===== config.mk =====
export PLATFORM = sky130hd
export DESIGN_NAME = adder
export DESIGN_NICKNAME = d
export VERILOG_FILES = /design/src/rtl/adder_pkg.sv /design/src/rtl/adder_translator.sv /design/src/rtl/adder.sv
export SDC_FILE = /design/constraint.sdc
export NUM_CORES = 1
export LEC_CHECK = 0
export BUFFER_PORTS_ARGS = -buffer_cell sky130_fd_sc_hd__buf_2
export CORE_MARGIN = 2
export CORE_UTILIZATION = 52
export DETAILED_ROUTE_END_ITERATION = 10
export GPL_ROUTABILITY_DRIVEN = 0
export PLACE_DENSITY = 0.79
export SYNTH_ARGS = -nofsm -noshare
export SYNTH_HDL_FRONTEND = slang
export SYNTH_SLANG_ARGS = --single-unit

===== constraint.sdc =====
create_clock -name clk -period 3.2 [get_ports clk]
set_input_delay 0.48 -clock clk [delete_from_list [all_inputs] [get_ports clk]]
set_output_delay 0.48 -clock clk [all_outputs]
set_load 0.02 [all_outputs]

===== src/rtl/adder_pkg.sv =====
// Shared constants for the registered 4-bit adder with 7-segment readouts.
// Segment patterns are active-low (0 = lit), with bit0..bit6 = segments a..g.
package adder_pkg;

    localparam int unsigned DATA_W = 4;
    localparam int unsigned SEG_W  = 7;

    // Digit patterns for 0..F
    localparam logic [SEG_W-1:0] SEG_0 = 7'h40;
    localparam logic [SEG_W-1:0] SEG_1 = 7'h79;
    localparam logic [SEG_W-1:0] SEG_2 = 7'h24;
    localparam logic [SEG_W-1:0] SEG_3 = 7'h30;
    localparam logic [SEG_W-1:0] SEG_4 = 7'h19;
    localparam logic [SEG_W-1:0] SEG_5 = 7'h12;
    localparam logic [SEG_W-1:0] SEG_6 = 7'h02;
    localparam logic [SEG_W-1:0] SEG_7 = 7'h78;
    localparam logic [SEG_W-1:0] SEG_8 = 7'h00;
    localparam logic [SEG_W-1:0] SEG_9 = 7'h10;
    localparam logic [SEG_W-1:0] SEG_A = 7'h08;
    localparam logic [SEG_W-1:0] SEG_B = 7'h03;
    localparam logic [SEG_W-1:0] SEG_C = 7'h46;
    localparam logic [SEG_W-1:0] SEG_D = 7'h21;
    localparam logic [SEG_W-1:0] SEG_E = 7'h06;
    localparam logic [SEG_W-1:0] SEG_F = 7'h0E;

    // Pattern loaded while in reset: the displays read "0", matching s = 0.
    localparam logic [SEG_W-1:0] SEG_RESET = SEG_0;

    // All segments dark; used only as a safe decoder default.
    localparam logic [SEG_W-1:0] SEG_BLANK = 7'h7F;

endpackage


===== src/rtl/adder_translator.sv =====
// Combinational hex-digit to 7-segment decoder (active-low segments).
module translator
    import adder_pkg::*;
(
    input  logic [DATA_W-1:0] i_digit,
    output logic [SEG_W-1:0]  o_seg
);

    // Look up the segment pattern for the 4-bit digit.
    always_comb begin
        o_seg = SEG_BLANK;
        case (i_digit)
            4'h0: o_seg = SEG_0;
            4'h1: o_seg = SEG_1;
            4'h2: o_seg = SEG_2;
            4'h3: o_seg = SEG_3;
            4'h4: o_seg = SEG_4;
            4'h5: o_seg = SEG_5;
            4'h6: o_seg = SEG_6;
            4'h7: o_seg = SEG_7;
            4'h8: o_seg = SEG_8;
            4'h9: o_seg = SEG_9;
            4'hA: o_seg = SEG_A;
            4'hB: o_seg = SEG_B;
            4'hC: o_seg = SEG_C;
            4'hD: o_seg = SEG_D;
            4'hE: o_seg = SEG_E;
            4'hF: o_seg = SEG_F;
            default: o_seg = SEG_BLANK;
        endcase
    end

endmodule


===== src/rtl/adder.sv =====
// Registered 4-bit ripple-carry adder with carry-in and three 7-segment
// readouts (operand A, operand B, sum). All outputs are registered on the
// same edge, so they always describe the same operation, one clock after
// the operands were presented.
module adder
    import adder_pkg::*;
(
    input  logic              clk,
    input  logic              rst,
    input  logic [DATA_W-1:0] a,
    input  logic [DATA_W-1:0] b,
    input  logic [DATA_W-1:0] c,
    output logic [DATA_W-1:0] s,
    output logic              cout,
    output logic [SEG_W-1:0]  hex_a,
    output logic [SEG_W-1:0]  hex_b,
    output logic [SEG_W-1:0]  hex_s
);

    // Ripple chain: w_carry[0] is the carry-in, w_carry[DATA_W] the carry-out.
    logic [DATA_W:0]   w_carry;
    logic [DATA_W-1:0] w_sum;
    logic [SEG_W-1:0]  w_seg_a;
    logic [SEG_W-1:0]  w_seg_b;
    logic [SEG_W-1:0]  w_seg_s;

    // Only c[0] participates; the upper bits are deliberately ignored.
    logic w_unused_c;
    assign w_unused_c = ^c[DATA_W-1:1];

    assign w_carry[0] = c[0];

    generate
        for (genvar gi = 0; gi < DATA_W; gi++) begin : g_fa
            assign w_sum[gi]      = a[gi] ^ b[gi] ^ w_carry[gi];
            assign w_carry[gi+1]  = (a[gi] & b[gi]) | (w_carry[gi] & (a[gi] ^ b[gi]));
        end
    endgenerate

    // The sum display decodes the next-sum value so it lands with s itself.
    translator u_tr_a (.i_digit(a),     .o_seg(w_seg_a));
    translator u_tr_b (.i_digit(b),     .o_seg(w_seg_b));
    translator u_tr_s (.i_digit(w_sum), .o_seg(w_seg_s));

    logic [DATA_W-1:0] r_s;
    logic              r_cout;
    logic [SEG_W-1:0]  r_hex_a;
    logic [SEG_W-1:0]  r_hex_b;
    logic [SEG_W-1:0]  r_hex_s;

    // Output register: reset wins, otherwise capture this cycle's operation.
    always_ff @(posedge clk) begin
        if (rst) begin
            r_s     <= '0;
            r_cout  <= 1'b0;
            r_hex_a <= SEG_RESET;
            r_hex_b <= SEG_RESET;
            r_hex_s <= SEG_RESET;
        end else begin
            r_s     <= w_sum;
            r_cout  <= w_carry[DATA_W];
            r_hex_a <= w_seg_a;
            r_hex_b <= w_seg_b;
            r_hex_s <= w_seg_s;
        end
    end

    assign s     = r_s;
    assign cout  = r_cout;
    assign hex_a = r_hex_a;
    assign hex_b = r_hex_b;
    assign hex_s = r_hex_s;

endmodule


==> results of run 1 <==
worst max-delay path: cells and delay by family:
kind / cells / cell delay (ns)
adders and majority gates: 4 / 1.67
buffers and inverters: 3 / 0.28
muxes: 1 / 0.38
AOI/OAI and AO/OA: 1 / 0.21
synth_stat cells (2+ instances only):
cell       instances
o21ai_0            4
nand2_1            2
ha_1              19
a21oi_1            8
nor2b_1           10
nor2_1            18
a211oi_1          11
dfxtp_1           26
nor3_1             3
buf_2              4
fa_1               4
clkbuf_1           4
a221o_1            2
buf_4              2
inv_1             10
mux2_2             5
a2bb2oi_1          2
mux2i_1            6
stage by stage:
stage | std cells | cell area [um^2] | setup slack [ns] | power [uW] | hold slack (ns)
global route | 215 | 1710 | 0.263 | 918 | 0.449
global placement | 211 | 1660 | 0.101 | 643 | 0.807
finish | 215 | 1710 | 0.392 | 868 | 0.462
CTS | 215 | 1710 | 0.400 | 874 | 0.449
floorplan | 153 | 1490 | 0.410 | 576 | 0.644
detailed placement | 211 | 1660 | 0.0410 | 655 | 0.807
where the power goes:
group	leakage (uW)	internal (uW)	switching, uW
sequential	0.000216	359	6.97
clock	0.0000279	127	93.2
combinational	0.000602	112	170
flip-flops by register name, indices dropped and copies added (netlist names):
register  cells
cout          1
hex_a         7
hex_b         7
hex_s         7
s             4
layer usage:
| metal | wire length, um | up-vias | global-route usage | part of all wire |
|---|---|---|---|---|
| met2 | 1380 | 27 | 0.308 | 0.50 |
| li1 | - | 580 | - | - |
| met5 | 0 | - | 0 | 0 |
| met4 | 55 | 0 | 0.0963 | 0.020 |
| met3 | 83 | 4 | 0.0159 | 0.030 |
| met1 | 1230 | 524 | 0.200 | 0.45 |
logic make-up (layout without fill, tap and decap cells):
logic type | after synthesis | in the layout | synth area share
adders and majority gates | 23 | 23 | 0.213
AOI/OAI and AO/OA | 32 | 32 | 0.150
buffers and inverters | 21 | 52 | 0.0664
and+or+nand+nor | 38 | 38 | 0.125
DFF | 26 | 26 | 0.350
muxes | 13 | 13 | 0.0958
cell usage in the layout (no fill, tap or decap):
cell type,Yosys,layout
a211o_1,1,1
a211oi_1,11,11
a21oi_1,8,8
a221o_1,2,2
a22oi_1,1,1
a2bb2oi_1,2,2
a32o_1,1,1
buf_2,4,36
buf_4,2,2
bufinv_16,0,1
clkbuf_4,0,3
dfxtp_1,26,26
fa_1,4,4
ha_1,19,19
inv_1,10,10
mux2_1,1,1
mux2_2,5,5
mux2_4,1,1
mux2i_1,6,6
nand2_1,2,2
nand2b_1,1,1
nand3_1,1,1
nand4b_1,1,1
nor2_1,18,18
nor2b_1,10,10
nor3_1,3,3
o21ai_0,4,4
o31ai_1,1,1
o32ai_1,1,1
or2_2,1,1
or4_1,1,1
path summary, 6_finish.rpt:
check	start	endpoint	depth (start not counted)
worst max-delay path	a[0]	hex_s[1]	9
worst min-delay path	b[2]	hex_b[3]	2
cell type report:
cell class	instances	area (um^2)	area share
tap	31	38.8	0.0226
sequential	26	520	0.304
multi-input combinational	106	870	0.507
inverter	10	37.5	0.0219
clock inverter	1	30.0	0.0175
timing repair buffer	38	195	0.114
clock buffer	3	22.5	0.0131
==> key figures, run 1 <==
Power and ir drop
  – Cell Pwr Density: 506 nW/um^2
  – LEAKAGE: 0.000846 uW
  – Peak supply drop: 0.000365 V

Job
  – Max-cap violations: 0

Global route
  – Initial antenna violation count: 0
  – First-pass GRT wire length: 4510 um
  – Total track usage: 0.172
  – Overflow after GRT: 0
  – Vias in the first global route: 1097
  – Largest net degree at the start of global routing: 28

Logic synthesis
  – Synth area leader: dfxtp_1
  – Synthesized instance count: 153
  – Post-synth EDFFs: 0
  – Top FF cell, synth: dfxtp_1
  – Syn Area/Cell: 9.73 um^2
  – Synth Cell Area: 1490 um^2
  – Synth async-reset ratio: 0
  – Sequential share of the synthesized area: 0.350
  – Number of synthesized register bits: 26
  – Yosys Warn Count: 0
  – Ranking of synthesized cells by area: dfxtp_1, ha_1, a211oi_1
  – Yosys top cell area share: 0.350
  – Mapped Nets: 190
  – Post-synth cell types: 31

Timing
  – Measured slew at the worst slew-check pin: 0.445 ns
  – Fmax: 356 MHz
  – RSZ-0062 raised after global routing: no
  – Crit path time final: 2.81 ns
  – Final setup vio count: 0
  – Final period utilization: 0.878
  – Slew headroom: 0.703
  – TNS Setup: 0 ns
  – Slew Limit Fails: 0
  – Number of hold violations in the final report: 0

Worst setup path
  – Slowest-stage cell, CP: fa_1
  – Worst setup SP type: primary input
  – CP endpoint kind: flip-flop
  – Cell mode on critical path: fa_1
  – Crit path DAT: 3.03 ns
  – Critical path fanouts, max: 9
  – Largest stage delay, worst path: 0.70 ns
  – WS Path Type: primary input to flip-flop
  – Worst EP required: 3.42 ns
  – Critical Path, Cell by Cell: buf_2, fa_1, fa_1, inv_1, fa_1, inv_1, fa_1, mux2_2, a32o_1

CTS
  – Reg clk slew, reported paths: 0.14 ns
  – Root buffer selected by CTS: clkbuf_4
  – Num CTS Buffers: 3
  – CTS Hold Buffers Added: 0
  – Sink Count: 26
  – H-tree levels: 1
  – CTS tree: built
  – CTS Buffer Depth: 2
  – Setup bufs post-CTS: 0
  – PostCTS Resize Cnt: 0

Die
  – Die Ht: 57.5 um
  – # rows: 19
  – Initial Util: 0.545
  – Core Region: 2730 um^2
  – Chip Width: 57.5 um
  – Die area: 3310 um^2
  – I/O Pins: 40

Route
  – Routed wire length: 2750 um
  – DR DRC count: 0
  – Via density: 5.28
  – TritonRoute pass-1 iters: 4
  – 1st-iter DRT viols: 17
  – Routed len/inst: 12.8 um
  – DRT antenna net count: 0
  – Via count: 1135

Hold path
  – Hold Crit Class: primary input to flip-flop

Finish
  – Util after Layout: 0.627
  – Filler cell count: 228
  – Share of cells above drive strength 1: 0.266
  – Syn-to-layout area delta: 15.1%
  – # diodes: 0
  – Fin nets: 222

Placement
  – IO buf count: 36
  – DPL Wire Length: 2140 um

Run status
  – Status: finished, final reports clean
No activity file was read; power rests on OpenSTA's default activity.
==> inputs of run 2 (changes only) <==
--- a/config.mk
+++ b/config.mk
@@ -11,6 +11,7 @@
 export DETAILED_ROUTE_END_ITERATION = 10
 export GPL_ROUTABILITY_DRIVEN = 0
 export PLACE_DENSITY = 0.79
+export RECOVER_POWER = 100
 export SYNTH_ARGS = -nofsm -noshare
 export SYNTH_HDL_FRONTEND = slang
 export SYNTH_SLANG_ARGS = --single-unit
==> key figures, run 2 (synthesis results as in run 1) <==
Run status
  – Status: finished, final reports clean

Route
  – Via count: 1146 (+0.97%)
  – Via density: 5.33 (+0.97%)
  – Routed len/inst: 13.1 um (+2.5%)
  – DRT antenna net count: 0 (unchanged)
  – Routed wire length: 2820 um (+2.5%)
  – DR DRC count: 0 (unchanged)
  – 1st-iter DRT viols: 20 (+3)
  – TritonRoute pass-1 iters: 4 (unchanged)

Worst setup path
  – WS Path Type: primary input to flip-flop
  – Worst setup SP type: primary input
  – CP Buf/Inv Count: 3 (unchanged)
  – Crit path DAT: 3.10 ns (+0.07 ns)
  – Critical Path, Cell by Cell: clkbuf_1, fa_1, fa_1, inv_1, fa_1, inv_1, fa_1, mux2_2, a32o_1
  – Crit path max-delay family: adder cells
  – Worst EP required: 3.42 ns (about the same)
  – Largest stage delay, worst path: 0.70 ns (about the same)
  – Slowest-stage cell, CP: fa_1
  – CP endpoint kind: flip-flop
  – WP depth: 9 (unchanged)
  – Critical path fanouts, max: 9 (unchanged)
  – Cell mode on critical path: fa_1

CTS
  – H-tree levels: 1 (unchanged)
  – Sink Count: 26 (unchanged)
  – CTS Buffer Depth: 2 (unchanged)
  – Num CTS Buffers: 3 (unchanged)
  – Reg clk slew, reported paths: 0.14 ns (about the same)
  – CTS Hold Buffers Added: 0 (unchanged)
  – Root buffer selected by CTS: clkbuf_4
  – CTS tree: built
  – PostCTS Resize Cnt: 0 (unchanged)
  – Setup bufs post-CTS: 0 (unchanged)

Timing
  – Slew Limit Fails: 0 (unchanged)
  – Final worst slack: 0.315 ns (-0.0763 ns)
  – Final setup vio count: 0 (unchanged)
  – Slew headroom: 0.702 (-0.000865)
  – Fmax: 347 MHz (-2.6%)
  – Crit path time final: 2.88 ns (+0.0763 ns)
  – Measured slew at the worst slew-check pin: 0.447 ns (+0.00130 ns)
  – Final period utilization: 0.901 (+0.0238)
  – Number of hold violations in the final report: 0 (unchanged)
  – TNS Setup: 0 ns (unchanged)
  – RSZ-0062 raised after global routing: no
  – Hold WS: 0.464 ns (+0.00264 ns)

Job
  – Max-cap violations: 0 (unchanged)

Placement
  – DPL Wire Length: 2140 um (unchanged)
  – Placed cell area: 1660 um^2 (unchanged)
  – Setup Slack @ Placement: 0.0410 ns (unchanged)
  – IO buf count: 36 (unchanged)

Die
  – Initial Util: 0.545 (unchanged)
  – Core Region: 2730 um^2 (unchanged)
  – Die Ht: 57.5 um (unchanged)
  – Die area: 3310 um^2 (unchanged)
  – Chip Width: 57.5 um (unchanged)
  – # rows: 19 (unchanged)
  – I/O Pins: 40 (unchanged)

Power and ir drop
  – LEAKAGE: 0.000737 uW (-13%)
  – Cell Pwr Density: 514 nW/um^2 (+1.4%)
  – Peak supply drop: 0.000364 V (about the same)

Global route
  – First-pass GRT wire length: 4510 um (unchanged)
  – Total track usage: 0.172 (unchanged)
  – Vias in the first global route: 1097 (unchanged)
  – Overflow after GRT: 0 (unchanged)
  – Largest net degree at the start of global routing: 28 (unchanged)
  – Initial antenna violation count: 0 (unchanged)

Finish
  – Fin nets: 222 (unchanged)
  – Share of cells above drive strength 1: 0.0978 (-0.168)
  – # diodes: 0 (unchanged)
  – Util after Layout: 0.611 (-0.0160)
  – Fin area: 1670 um^2 (-2.6%)
  – Commonest non-fill, non-tap cell in the layout: clkbuf_1
  – Syn-to-layout area delta: 12.2%
  – Most frequent cells in the layout: clkbuf_1, dfxtp_1, ha_1

Hold path
  – Hold Crit Class: primary input to flip-flop
  – Hold Path Stages: 2 (unchanged)
-- run 2: cell type report --
| type | instances | area (um^2) |
|---|---|---|
| clock buffers | 3 | 22.5 |
| clock inverters | 1 | 30.0 |
| fillers | 243 | 1060 |
| inverters | 10 | 37.5 |
| multi-input cells | 106 | 866 |
| flip-flops and latches | 26 | 520 |
| well taps | 31 | 38.8 |
| repair buffers | 38 | 155 |
-- run 2: metal layers --
metal  part of all wire  vias to the layer above  GRT usage  wire (um)
met1               0.45                      528      0.200       1260
met2               0.49                       35      0.308       1390
met3              0.040                        4     0.0159        113
met5                  0                        -          0          0
met4              0.020                        0     0.0963         55
li1                   -                      579          -          -
-- run 2: final timing paths --
kind | startpoint | end
worst max-delay path | a[0] | hex_s[1]
worst min-delay path | b[2] | hex_b[3]
-- run 2: through the flow --
stage | std cells | power (uW)
finish | 215 | 858
global route | 215 | 906
CTS | 215 | 874
detailed placement | 211 | 655
global placement | 211 | 643
floorplan | 153 | 576
-- run 2: where the power goes --
| part | total, uW | internal (uW) | switching [uW] | leakage, uW |
|---|---|---|---|---|
| registers | 367 | 359 | 8.28 | 0.000216 |
| logic | 271 | 99.1 | 172 | 0.000493 |
| clock network | 220 | 127 | 93.2 | 0.0000279 |
